## config.mk

```make
export PLATFORM = sky130hd
export DESIGN_NAME = master_ctrl_sm_flat
export DESIGN_NICKNAME = d
export VERILOG_FILES = /design/src/rtl/master_ctrl_sm_pkg.sv /design/src/rtl/master_ctrl_sm_if.sv /design/src/rtl/master_ctrl_sm_cycle_counter.sv /design/src/rtl/master_ctrl_sm.sv /design/src/flat_wrapper.sv
export SDC_FILE = /design/constraint.sdc
export NUM_CORES = 1
export LEC_CHECK = 0
export CORE_MARGIN = 1.5
export CORE_UTILIZATION = 56
export DETAILED_ROUTE_END_ITERATION = 10
export GPL_TIMING_DRIVEN = 0
export PLACE_DENSITY = 0.76
export SYNTH_ARGS = -nofsm -noshare
export SYNTH_HDL_FRONTEND = slang
export SYNTH_SLANG_ARGS = --single-unit
```

## constraint.sdc

```tcl
create_clock -name CLK -period 2.9 [get_ports CLK]
set_clock_uncertainty 0.2 [all_clocks]
set_input_delay 0.435 -clock CLK [delete_from_list [all_inputs] [get_ports CLK]]
set_output_delay 0.435 -clock CLK [all_outputs]
set_load 0.1 [all_outputs]
```

## src/rtl/master_ctrl_sm_pkg.sv

```systemverilog
// Shared codes for the master control SM and the slave SMs that decode
// its MASTER_STATE command bus.
package master_ctrl_sm_pkg;

  typedef enum logic [1:0] {
    MS_IDLE  = 2'b00,
    MS_ARMED = 2'b01,
    MS_DONE  = 2'b10,
    MS_RUN   = 2'b11
  } ms_cmd_e;

  localparam logic [3:0] DONE_CODE_DEF = 4'hF;

  typedef enum logic [2:0] {
    ST_IDLE  = 3'd0,
    ST_ARMED = 3'd1,
    ST_RUN   = 3'd2,
    ST_DONE  = 3'd3,
    ST_FAULT = 3'd4,
    ST_CLR   = 3'd5
  } st_e;

  typedef struct packed {
    ms_cmd_e cmd;
    logic    slv_rst;
    logic    busy;
    logic    fault;
  } out_t;

  // Slaves are held in reset alongside the master.
  localparam out_t RST_OUT = '{
    cmd: MS_IDLE, slv_rst: 1'b1, busy: 1'b0, fault: 1'b0
  };

  function automatic out_t decode_out(st_e s);
    out_t o;
    o = '{cmd: MS_IDLE, slv_rst: 1'b0, busy: 1'b0, fault: 1'b0};
    case (s)
      ST_ARMED: begin
        o.cmd  = MS_ARMED;
        o.busy = 1'b1;
      end
      ST_RUN: begin
        o.cmd  = MS_RUN;
        o.busy = 1'b1;
      end
      ST_DONE:  o.cmd = MS_DONE;
      ST_FAULT: begin
        o.cmd   = MS_DONE;
        o.fault = 1'b1;
      end
      ST_CLR:   o.slv_rst = 1'b1;
      default:  o.cmd = MS_IDLE;
    endcase
    return o;
  endfunction

endpackage

```

## src/rtl/master_ctrl_sm_if.sv

```systemverilog
// Command/readback bundle between the master SM and its slaves.
interface master_ctrl_sm_if;
  logic       START;
  logic       CLEAR;
  logic [3:0] SLAVE_STATE;
  logic [1:0] MASTER_STATE;
  logic       SLAVE_RESET;
  logic       BUSY;
  logic       FAULT;
  logic [2:0] MASTER_SM_OUT;

  modport master (
    input  START, CLEAR, SLAVE_STATE,
    output MASTER_STATE, SLAVE_RESET, BUSY, FAULT, MASTER_SM_OUT
  );

  modport slave (
    output START, CLEAR, SLAVE_STATE,
    input  MASTER_STATE, SLAVE_RESET, BUSY, FAULT, MASTER_SM_OUT
  );
endinterface

```

## src/rtl/master_ctrl_sm_cycle_counter.sv

```systemverilog
// Per-state cycle counter with clear, enable and terminal-count compare.
module master_ctrl_sm_cycle_counter #(
  parameter int CNT_W = 29
) (
  input  logic             clk,
  input  logic             rst_n,
  input  logic             clr,
  input  logic             en,
  input  logic [CNT_W-1:0] tc,
  output logic             at_tc
);

  logic [CNT_W-1:0] cnt_q;
  logic [CNT_W-1:0] cnt_d;

  always_comb begin
    cnt_d = cnt_q;
    if (clr)
      cnt_d = '0;
    else if (en)
      cnt_d = cnt_q + CNT_W'(1);
  end

  always_ff @(posedge clk) begin
    if (!rst_n)
      cnt_q <= '0;
    else
      cnt_q <= cnt_d;
  end

  assign at_tc = (cnt_q == tc);

endmodule

```

## src/rtl/master_ctrl_sm.sv

```systemverilog
// Master control SM: arms, runs and supervises a slave SM, then
// re-arms it with a one-cycle slave reset.
module master_ctrl_sm
  import master_ctrl_sm_pkg::*;
#(
  parameter int         ARM_CYCLES     = 50000000,
  parameter int         TIMEOUT_CYCLES = 500000000,
  parameter int         CNT_W          = 29,
  parameter logic [3:0] DONE_CODE      = DONE_CODE_DEF
) (
  input logic              CLK,
  input logic              RESET,
  master_ctrl_sm_if.master bus
);

  localparam logic [CNT_W-1:0] ARM_TC = CNT_W'(ARM_CYCLES - 1);
  localparam logic [CNT_W-1:0] TO_TC  = CNT_W'(TIMEOUT_CYCLES - 1);

  st_e  state_q;
  st_e  state_d;
  out_t out_q;
  out_t out_d;

  logic [CNT_W-1:0] tc;
  logic             at_tc;
  logic             cnt_en;
  logic             cnt_clr;

  assign tc      = (state_q == ST_ARMED) ? ARM_TC : TO_TC;
  assign cnt_en  = (state_q == ST_ARMED) || (state_q == ST_RUN);
  assign cnt_clr = (state_d != state_q);

  master_ctrl_sm_cycle_counter #(
    .CNT_W(CNT_W)
  ) u_cnt (
    .clk  (CLK),
    .rst_n(RESET),
    .clr  (cnt_clr),
    .en   (cnt_en),
    .tc   (tc),
    .at_tc(at_tc)
  );

  always_comb begin
    state_d = state_q;
    case (state_q)
      ST_IDLE:
        if (bus.START) state_d = ST_ARMED;
      ST_ARMED:
        if (at_tc) state_d = ST_RUN;
      // Completion outranks timeout on the same cycle.
      ST_RUN:
        if (bus.SLAVE_STATE == DONE_CODE)
          state_d = ST_DONE;
        else if (at_tc)
          state_d = ST_FAULT;
      ST_DONE, ST_FAULT:
        if (bus.CLEAR) state_d = ST_CLR;
      ST_CLR:
        state_d = ST_IDLE;
      default:
        state_d = ST_IDLE;
    endcase
  end

  // Outputs are registered from the next state so they track state_q.
  always_comb begin
    out_d = decode_out(state_d);
  end

  always_ff @(posedge CLK) begin
    if (!RESET) begin
      state_q <= ST_IDLE;
      out_q   <= RST_OUT;
    end else begin
      state_q <= state_d;
      out_q   <= out_d;
    end
  end

  assign bus.MASTER_STATE  = out_q.cmd;
  assign bus.SLAVE_RESET   = out_q.slv_rst;
  assign bus.BUSY          = out_q.busy;
  assign bus.FAULT         = out_q.fault;
  assign bus.MASTER_SM_OUT = state_q;

endmodule

```

## src/flat_wrapper.sv

```systemverilog
// flat-port wrapper written by rule: the top's interface ports become plain ports
module master_ctrl_sm_flat import master_ctrl_sm_pkg::*;
#(
  parameter int         ARM_CYCLES     = 50000000,
  parameter int         TIMEOUT_CYCLES = 500000000,
  parameter int         CNT_W          = 29,
  parameter logic [3:0] DONE_CODE      = DONE_CODE_DEF
)
  (CLK, RESET, bus_START, bus_CLEAR, bus_SLAVE_STATE, bus_MASTER_STATE, bus_SLAVE_RESET, bus_BUSY, bus_FAULT, bus_MASTER_SM_OUT);
  master_ctrl_sm_if bus_i ();
  input logic CLK;
  input logic RESET;
  input wire logic [$bits(bus_i.START)-1:0] bus_START;
  input wire logic [$bits(bus_i.CLEAR)-1:0] bus_CLEAR;
  input wire logic [$bits(bus_i.SLAVE_STATE)-1:0] bus_SLAVE_STATE;
  output wire logic [$bits(bus_i.MASTER_STATE)-1:0] bus_MASTER_STATE;
  output wire logic [$bits(bus_i.SLAVE_RESET)-1:0] bus_SLAVE_RESET;
  output wire logic [$bits(bus_i.BUSY)-1:0] bus_BUSY;
  output wire logic [$bits(bus_i.FAULT)-1:0] bus_FAULT;
  output wire logic [$bits(bus_i.MASTER_SM_OUT)-1:0] bus_MASTER_SM_OUT;
  assign bus_i.START = bus_START;
  assign bus_i.CLEAR = bus_CLEAR;
  assign bus_i.SLAVE_STATE = bus_SLAVE_STATE;
  assign bus_MASTER_STATE = bus_i.MASTER_STATE;
  assign bus_SLAVE_RESET = bus_i.SLAVE_RESET;
  assign bus_BUSY = bus_i.BUSY;
  assign bus_FAULT = bus_i.FAULT;
  assign bus_MASTER_SM_OUT = bus_i.MASTER_SM_OUT;
  master_ctrl_sm #(.ARM_CYCLES(ARM_CYCLES), .TIMEOUT_CYCLES(TIMEOUT_CYCLES), .CNT_W(CNT_W), .DONE_CODE(DONE_CODE)) u_core (.CLK(CLK), .RESET(RESET), .bus(bus_i));
endmodule
```

==> results.ini, run 1 <==
[outcome]
outcome = completed

[logic_synthesis]
postSynthNetCount = 220
synth_area_leader_cell = dfxtp_1
ys_ff_latch = 37
ys.flop_type = dfxtp_1
syn-cell-area_sq_um = 1830
syn_avg_cell_area_sq_um = 8.69
synthArstFlopShare_pct = 0
seq_area_frac_synth_pct = 40.4
synth_cells = 211
synth.most_common_cell = nor2_1
yosys-top-cells-area = dfxtp_1, xor2_1, nor2_1, xnor2_1, nand4_1
synth_top_area_share_pct = 40.4
synth-edff-count = 0
ys_warn_count = 0
ys_types = 43
ys_top_cells_by_count = nor2_1, dfxtp_1, xor2_1, nand2_1, nand3_1

[setup_path]
cp.arrival_ps = 2790
worstPathCellList = buf_4, xnor2_1, nor4_1, nor2b_1, nand4_1, xor2_1, nor2_1
cp_max_fo = 7
cp.buffers_inverters = 1
cpMaxStageDelayCell = nor4_1
r2r_cells = 7
critPathCaptureType = flip-flop
slowest_delay_ps = 950
critPathTopFamily = simple AND/OR/NAND/NOR gates
critPathKind = reg2reg
critPathRequiredTime_ps = 2930
startpoint_type = flip-flop
rrSetupSlack_ps = 150
cp.depth = 7

[final_layout]
fin_nets = 242
drive_above_1_share_pct = 7.69
area_growth_pct = 15.1
finish.utilization_pct = 68.5
diodes = 0

[timing]
drv_slew = 0
setup_violations = 0
finalHoldViolCount = 0
slew_headroom_pct = 26.1
finalCritPeriodShare_pct = 94.9
rsz0062_at_grt = false
fin_tns_setup_ps = 0
clock.fmax_mhz = 363
fin_crit_ps = 2750
worst_pin_slew_ps = 1100

[cts]
path_clk_slew_ps = 110
clock_path_buffers = 2
htreeDepth = 2
cts-root-buf = clkbuf_4
cts.sinks = 37
clock_latency_ps = 340
cts_setup_buffers = 0
numCtsBuffers = 5
tritoncts = yes
cts_resized = 0
cts_hold_buf = 0

[place]
io_buffers = 15
dp_hpwl_mm = 2.74
gp_congestion = 0.874

[power]
power_per_cell_area_nw_per_um2 = 433
ir_worst_vdd_uv = 295
power.leakage_nw = 0.743

[floorplan]
core-area_sq_um = 3080
die_y_um = 60.2
rows = 20
dieArea_sq_um = 3630
die_w_um = 60.2
ios = 16
start_util_pct = 59.6

[routing]
viasPerCell = 5.65
initialDrtViolationCount = 69
num_vias = 1571
route.detailed.drc = 0
drt_first_pass_iters = 4
wl_mm = 3.68
drt-wirelength-per-cell_um = 13.2
antenna_left = 0

[worst_hold_path]
hold_class = reg2reg
hold_path_depth = 2

[global_routing]
grt_pass1_vias = 1468
gr-total-overflow = 0
grt_use_total_pct = 23.0
grt_max_degree = 12
antenna_found_initial = 0
grt_pass1_wl_mm = 6.30

[job]
cap_violations = 0

[metrics by stage]
| stage | instance area [sq um] | power, mW | worst slack [ps] | cells | hold WS, ps |
|---|---|---|---|---|---|
| 2_1_floorplan | 1830 | 0.590 | 38.1 | 211 | 271 |
| 3_3_place_gp | 2040 | 0.614 | 308 | 270 | 287 |
| 3_5_place_dp | 2040 | 0.616 | 199 | 270 | 319 |
| 4_1_cts | 2110 | 0.925 | 152 | 278 | 336 |
| 5_1_grt | 2110 | 0.953 | 10.2 | 278 | 368 |
| 6_report | 2110 | 0.914 | 148 | 278 | 334 |
[layer usage]
metal  share of wire [%]  up-vias  global-route usage, %
met3                 3.9        7                   6.49
met5                   0        -                      0
li1                    -      780                      -
met1                  44      749                   28.0
met4                 2.0        0                   10.5
met2                  51       35                   37.4
[tightest hold or removal path, cell delays in order, from the launching register on]
cell and delay [ps]:
dfxtp_1 340, o21ai_0 90, a21oi_1 70
[final timing paths]
kind                               start                     end
max reg2reg  u_core.bus.MASTER_SM_OUT[0]  u_core.u_cnt.cnt_q[27]
min                u_core.u_cnt.cnt_q[1]   u_core.u_cnt.cnt_q[1]
max          u_core.bus.MASTER_SM_OUT[0]  u_core.u_cnt.cnt_q[27]
min reg2reg        u_core.u_cnt.cnt_q[1]   u_core.u_cnt.cnt_q[1]
[layout by cell type, fill, tap and decap left out, types with 3 or more instances in the layout]
cell type / n
dfxtp_1: 36
o21ai_0: 4
nor2b_1: 3
nor4_1: 3
nor4bb_1: 4
a21oi_1: 3
xor2_1: 19
nor2_1: 43
nand4_1: 11
nand3_1: 12
nand2_1: 14
inv_1: 5
xnor2_1: 11
clkdlybuf4s50_1: 15
clkbuf_4: 5
and3_1: 3
clkbuf_1: 3
[area by class of cell]
type / count / area [sq um]
multi-input cells: 162 / 1040
fillers: 264 / 968
flip-flops and latches: 37 / 742
repair buffers: 15 / 150
clock buffers: 7 / 65.1
well taps: 44 / 55.1
plain buffers: 7 / 36.3
inverters: 5 / 18.8
clock inverters: 1 / 5.00
[cells by family after synthesis]
family / Yosys count / share of synthesized area [%]
multiplexers: 2 / 1.09
buffers and inverters: 12 / 3.00
AND/OR/NAND/NOR: 109 / 32.0
flip-flops: 37 / 40.4
AO/OA/AOI/OAI: 20 / 8.47
adder cells (fa/ha/maj): 1 / 0.682
XOR/XNOR: 30 / 14.3
[sequential cells by signal, summed over array words and instances (netlist names)]
| register | cells |
|---|---|
| u_core.bus.SLAVE_RESET | 1 |
| u_core.bus.MASTER_STATE | 2 |
| u_core.bus.FAULT | 1 |
| u_core.bus.MASTER_SM_OUT | 3 |
| u_core.bus.BUSY | 1 |
| u_core.u_cnt.cnt_q | 29 |
[report_power, final]
group,leakage [nW],internal (mW),switching (mW)
clock,0.0413,0.141,0.168
sequential,0.300,0.513,0.00250
combinational,0.402,0.0313,0.0581
total,0.743,0.685,0.229
Power figures use the tool's default switching activity.
==> inputs of run 2 (changes only) <==
--- a/config.mk
+++ b/config.mk
@@ -5,6 +5,7 @@
 export SDC_FILE = /design/constraint.sdc
 export NUM_CORES = 1
 export LEC_CHECK = 0
+export ABC_CLOCK_PERIOD_IN_PS = 2800
 export CORE_MARGIN = 1.5
 export CORE_UTILIZATION = 56
 export DETAILED_ROUTE_END_ITERATION = 10
==> constraint.sdc (replaced) <==
create_clock -name CLK -period 2.8 [get_ports CLK]
set_clock_uncertainty 0.2 [all_clocks]
set_input_delay 0.42 -clock CLK [delete_from_list [all_inputs] [get_ports CLK]]
set_output_delay 0.42 -clock CLK [all_outputs]
set_load 0.1 [all_outputs]
==> run 2 against run 1 <==
Compared with the run above:
- setup slack worse by 43 ps
- non-clock buffer count did not move
- power up 0.20%
- count of clock-buffer cells in the layout is the same
- register-to-register slack lost 40 ps
- final cell count down 0.36%
- first-iteration DRC count increased by 42%
- critical path type unchanged
- highest routed layer unchanged
==> results.ini, run 2 (synthesized netlist as in run 1, its figures left out) <==
[outcome]
outcome = completed  ; unchanged

[worst_hold_path]
hold_path_depth = 2  ; unchanged
hold_class = reg2reg  ; unchanged

[final_layout]
top_register = u_core.u_cnt.cnt_q  ; unchanged
diodes = 0  ; unchanged
largest_reg_flops = 29  ; unchanged
area_growth_pct = 14.3  ; was 15.1%
final_common_cell = nor2_1  ; unchanged
fin_nets = 242  ; unchanged
layout_common_cells = nor2_1, dfxtp_1, xor2_1, clkdlybuf4s50_1, nand2_1  ; unchanged
drive_above_1_share_pct = 7.30  ; was 7.69%
fillCellCount = 268  ; was 264

[timing]
fin_crit_ps = 2700  ; was 2750 ps
slew_headroom_pct = 32.3  ; was 26.1%
finalHoldViolCount = 0  ; unchanged
fin_ws_ps = 105  ; was 148 ps
finalCritPeriodShare_pct = 96.3  ; was 94.9%
worst_pin_slew_ps = 1010  ; was 1100 ps
rsz0062_at_grt = false  ; unchanged
fin_tns_setup_ps = 0  ; unchanged
clock.fmax_mhz = 371  ; was 363 MHz
drv_slew = 0  ; unchanged
setup_violations = 0  ; unchanged

[cts]
htreeDepth = 2  ; unchanged
cts-root-buf = clkbuf_4  ; unchanged
clock_path_buffers = 2  ; unchanged
cts.sinks = 37  ; unchanged
cts_hold_buf = 0  ; unchanged
numCtsBuffers = 5  ; unchanged
cts_setup_buffers = 0  ; unchanged
tritoncts = yes  ; unchanged
cts_resized = 0  ; unchanged
path_clk_slew_ps = 100  ; was 110 ps
clock_latency_ps = 350  ; was 340 ps

[global_routing]
antenna_found_initial = 0  ; unchanged
gr-total-overflow = 0  ; unchanged
grt_pass1_wl_mm = 6.30  ; unchanged
grt_use_total_pct = 23.5  ; was 23.0%
grt_max_degree = 11  ; was 12
grt_pass1_vias = 1462  ; was 1468

[floorplan]
start_util_pct = 59.6  ; unchanged
core-area_sq_um = 3080  ; unchanged
rows = 20  ; unchanged
dieArea_sq_um = 3630  ; unchanged
die_y_um = 60.2  ; unchanged
ios = 16  ; unchanged
die_w_um = 60.2  ; unchanged

[setup_path]
critPathCaptureType = flip-flop  ; unchanged
startpoint_type = flip-flop  ; unchanged
worstPathCellList = buf_4, xnor2_1, nor4_1, nor2b_1, nand4_1, xor2_1, nor2_1  ; unchanged
rrSetupSlack_ps = 100  ; was 150 ps
cpMaxStageDelayCell = nor4_1  ; unchanged
slowest_delay_ps = 880  ; was 950 ps
cp.arrival_ps = 2740  ; was 2790 ps
critPathRequiredTime_ps = 2850  ; was 2930 ps
critPathKind = reg2reg  ; unchanged
cp.depth = 7  ; unchanged
r2r_cells = 7  ; unchanged
critPathTopFamily = simple AND/OR/NAND/NOR gates  ; unchanged
cp.buffers_inverters = 1  ; unchanged
cp_max_fo = 7  ; unchanged

[power]
power_frac_seq_pct = 58.4  ; was 56.4%
power_per_cell_area_nw_per_um2 = 437  ; was 433 nW/um^2
ir_worst_vdd_uv = 346  ; was 295 uV
power.leakage_nw = 0.733  ; was 0.743 nW
p_sw_uw = 233  ; was 229 uW
p_int_uw = 682  ; was 685 uW
clkPwrFrac_pct = 31.4  ; was 33.8%
swShare_pct = 25.5  ; was 25.0%
p_comb_share_pct = 10.2  ; was 9.8%

[routing]
initialDrtViolationCount = 98  ; was 69
drt-wirelength-per-cell_um = 13.6  ; was 13.2 um
drt_first_pass_iters = 4  ; unchanged
antenna_left = 0  ; unchanged
viasPerCell = 5.58  ; was 5.65
num_vias = 1545  ; was 1571
route.detailed.drc = 0  ; unchanged
wl_mm = 3.77  ; was 3.68 mm

[place]
dp_hpwl_mm = 2.77  ; was 2.74 mm
dp_slack_ps = 204  ; was 199 ps
gp_congestion = 0.842  ; was 0.874
io_buffers = 15  ; unchanged

[job]
cap_violations = 0  ; unchanged

==> run 2: cell types whose count changed in the layout (fill, tap and decap cells not counted) <==
| cell | delta |
|---|---|
| clkbuf_1 | +1 |
| clkbuf_8 | -1 |
| clkinv_2 | -1 |
| dfxtp_1 | -1 |
| dfxtp_2 | +1 |
==> run 2: cell type report <==
class	instances	area, sq um	share of cell area, %
Buffer	7	36.3	1.73
Timing Repair Buffer	15	150	7.16
Multi-Input combinational cell	162	1040	49.5
Sequential cell	37	743	35.5
Clock buffer	7	55.1	2.63
Tap cell	44	55.1	2.63
Inverter	5	18.8	0.896
==> run 2: worst paths after layout <==
check                                         endpoint                         from
worst max-delay path            u_core.u_cnt.cnt_q[27]  u_core.bus.MASTER_SM_OUT[0]
worst min-delay path             u_core.u_cnt.cnt_q[1]        u_core.u_cnt.cnt_q[1]
worst max register to register  u_core.u_cnt.cnt_q[27]  u_core.bus.MASTER_SM_OUT[0]
worst min register to register   u_core.u_cnt.cnt_q[1]        u_core.u_cnt.cnt_q[1]
==> run 2: layer usage <==
metal	GRT usage, %	part of all wire (%)	wire length (um)
met4	9.84	2.3	85
met5	0	0	0
met3	8.66	5.1	194
met1	26.5	43	1620
met2	39.6	50	1870
==> run 2: power by group through the flow <==
stage,sequential [mW],clock (mW),combinational (mW)
floorplan,0.574,0,0.0366
global placement,0.546,0,0.0907
detailed placement,0.547,0,0.0924
CTS,0.535,0.292,0.0928
global route,0.535,0.314,0.0991
finish,0.535,0.288,0.0931
==> run 2: per-stage QoR <==
| stage | power [mW] | cell area, sq um | utilization, % | hold slack, ps | instances |
|---|---|---|---|---|---|
| after global placement | 0.637 | 2040 | 66.3 | 286 | 270 |
| after floorplan | 0.611 | 1840 | - | 271 | 211 |
| after global routing | 0.948 | 2100 | 68.1 | 375 | 277 |
| final | 0.915 | 2100 | 68.1 | 326 | 277 |
| after detailed placement | 0.639 | 2040 | 66.3 | 305 | 270 |
| after CTS | 0.920 | 2100 | 68.1 | 322 | 277 |
==> run 2: worst min-delay path: stages (launching register included) <==
cell and delay, ps:
dfxtp_1 340, o21ai_0 80, a21oi_1 70
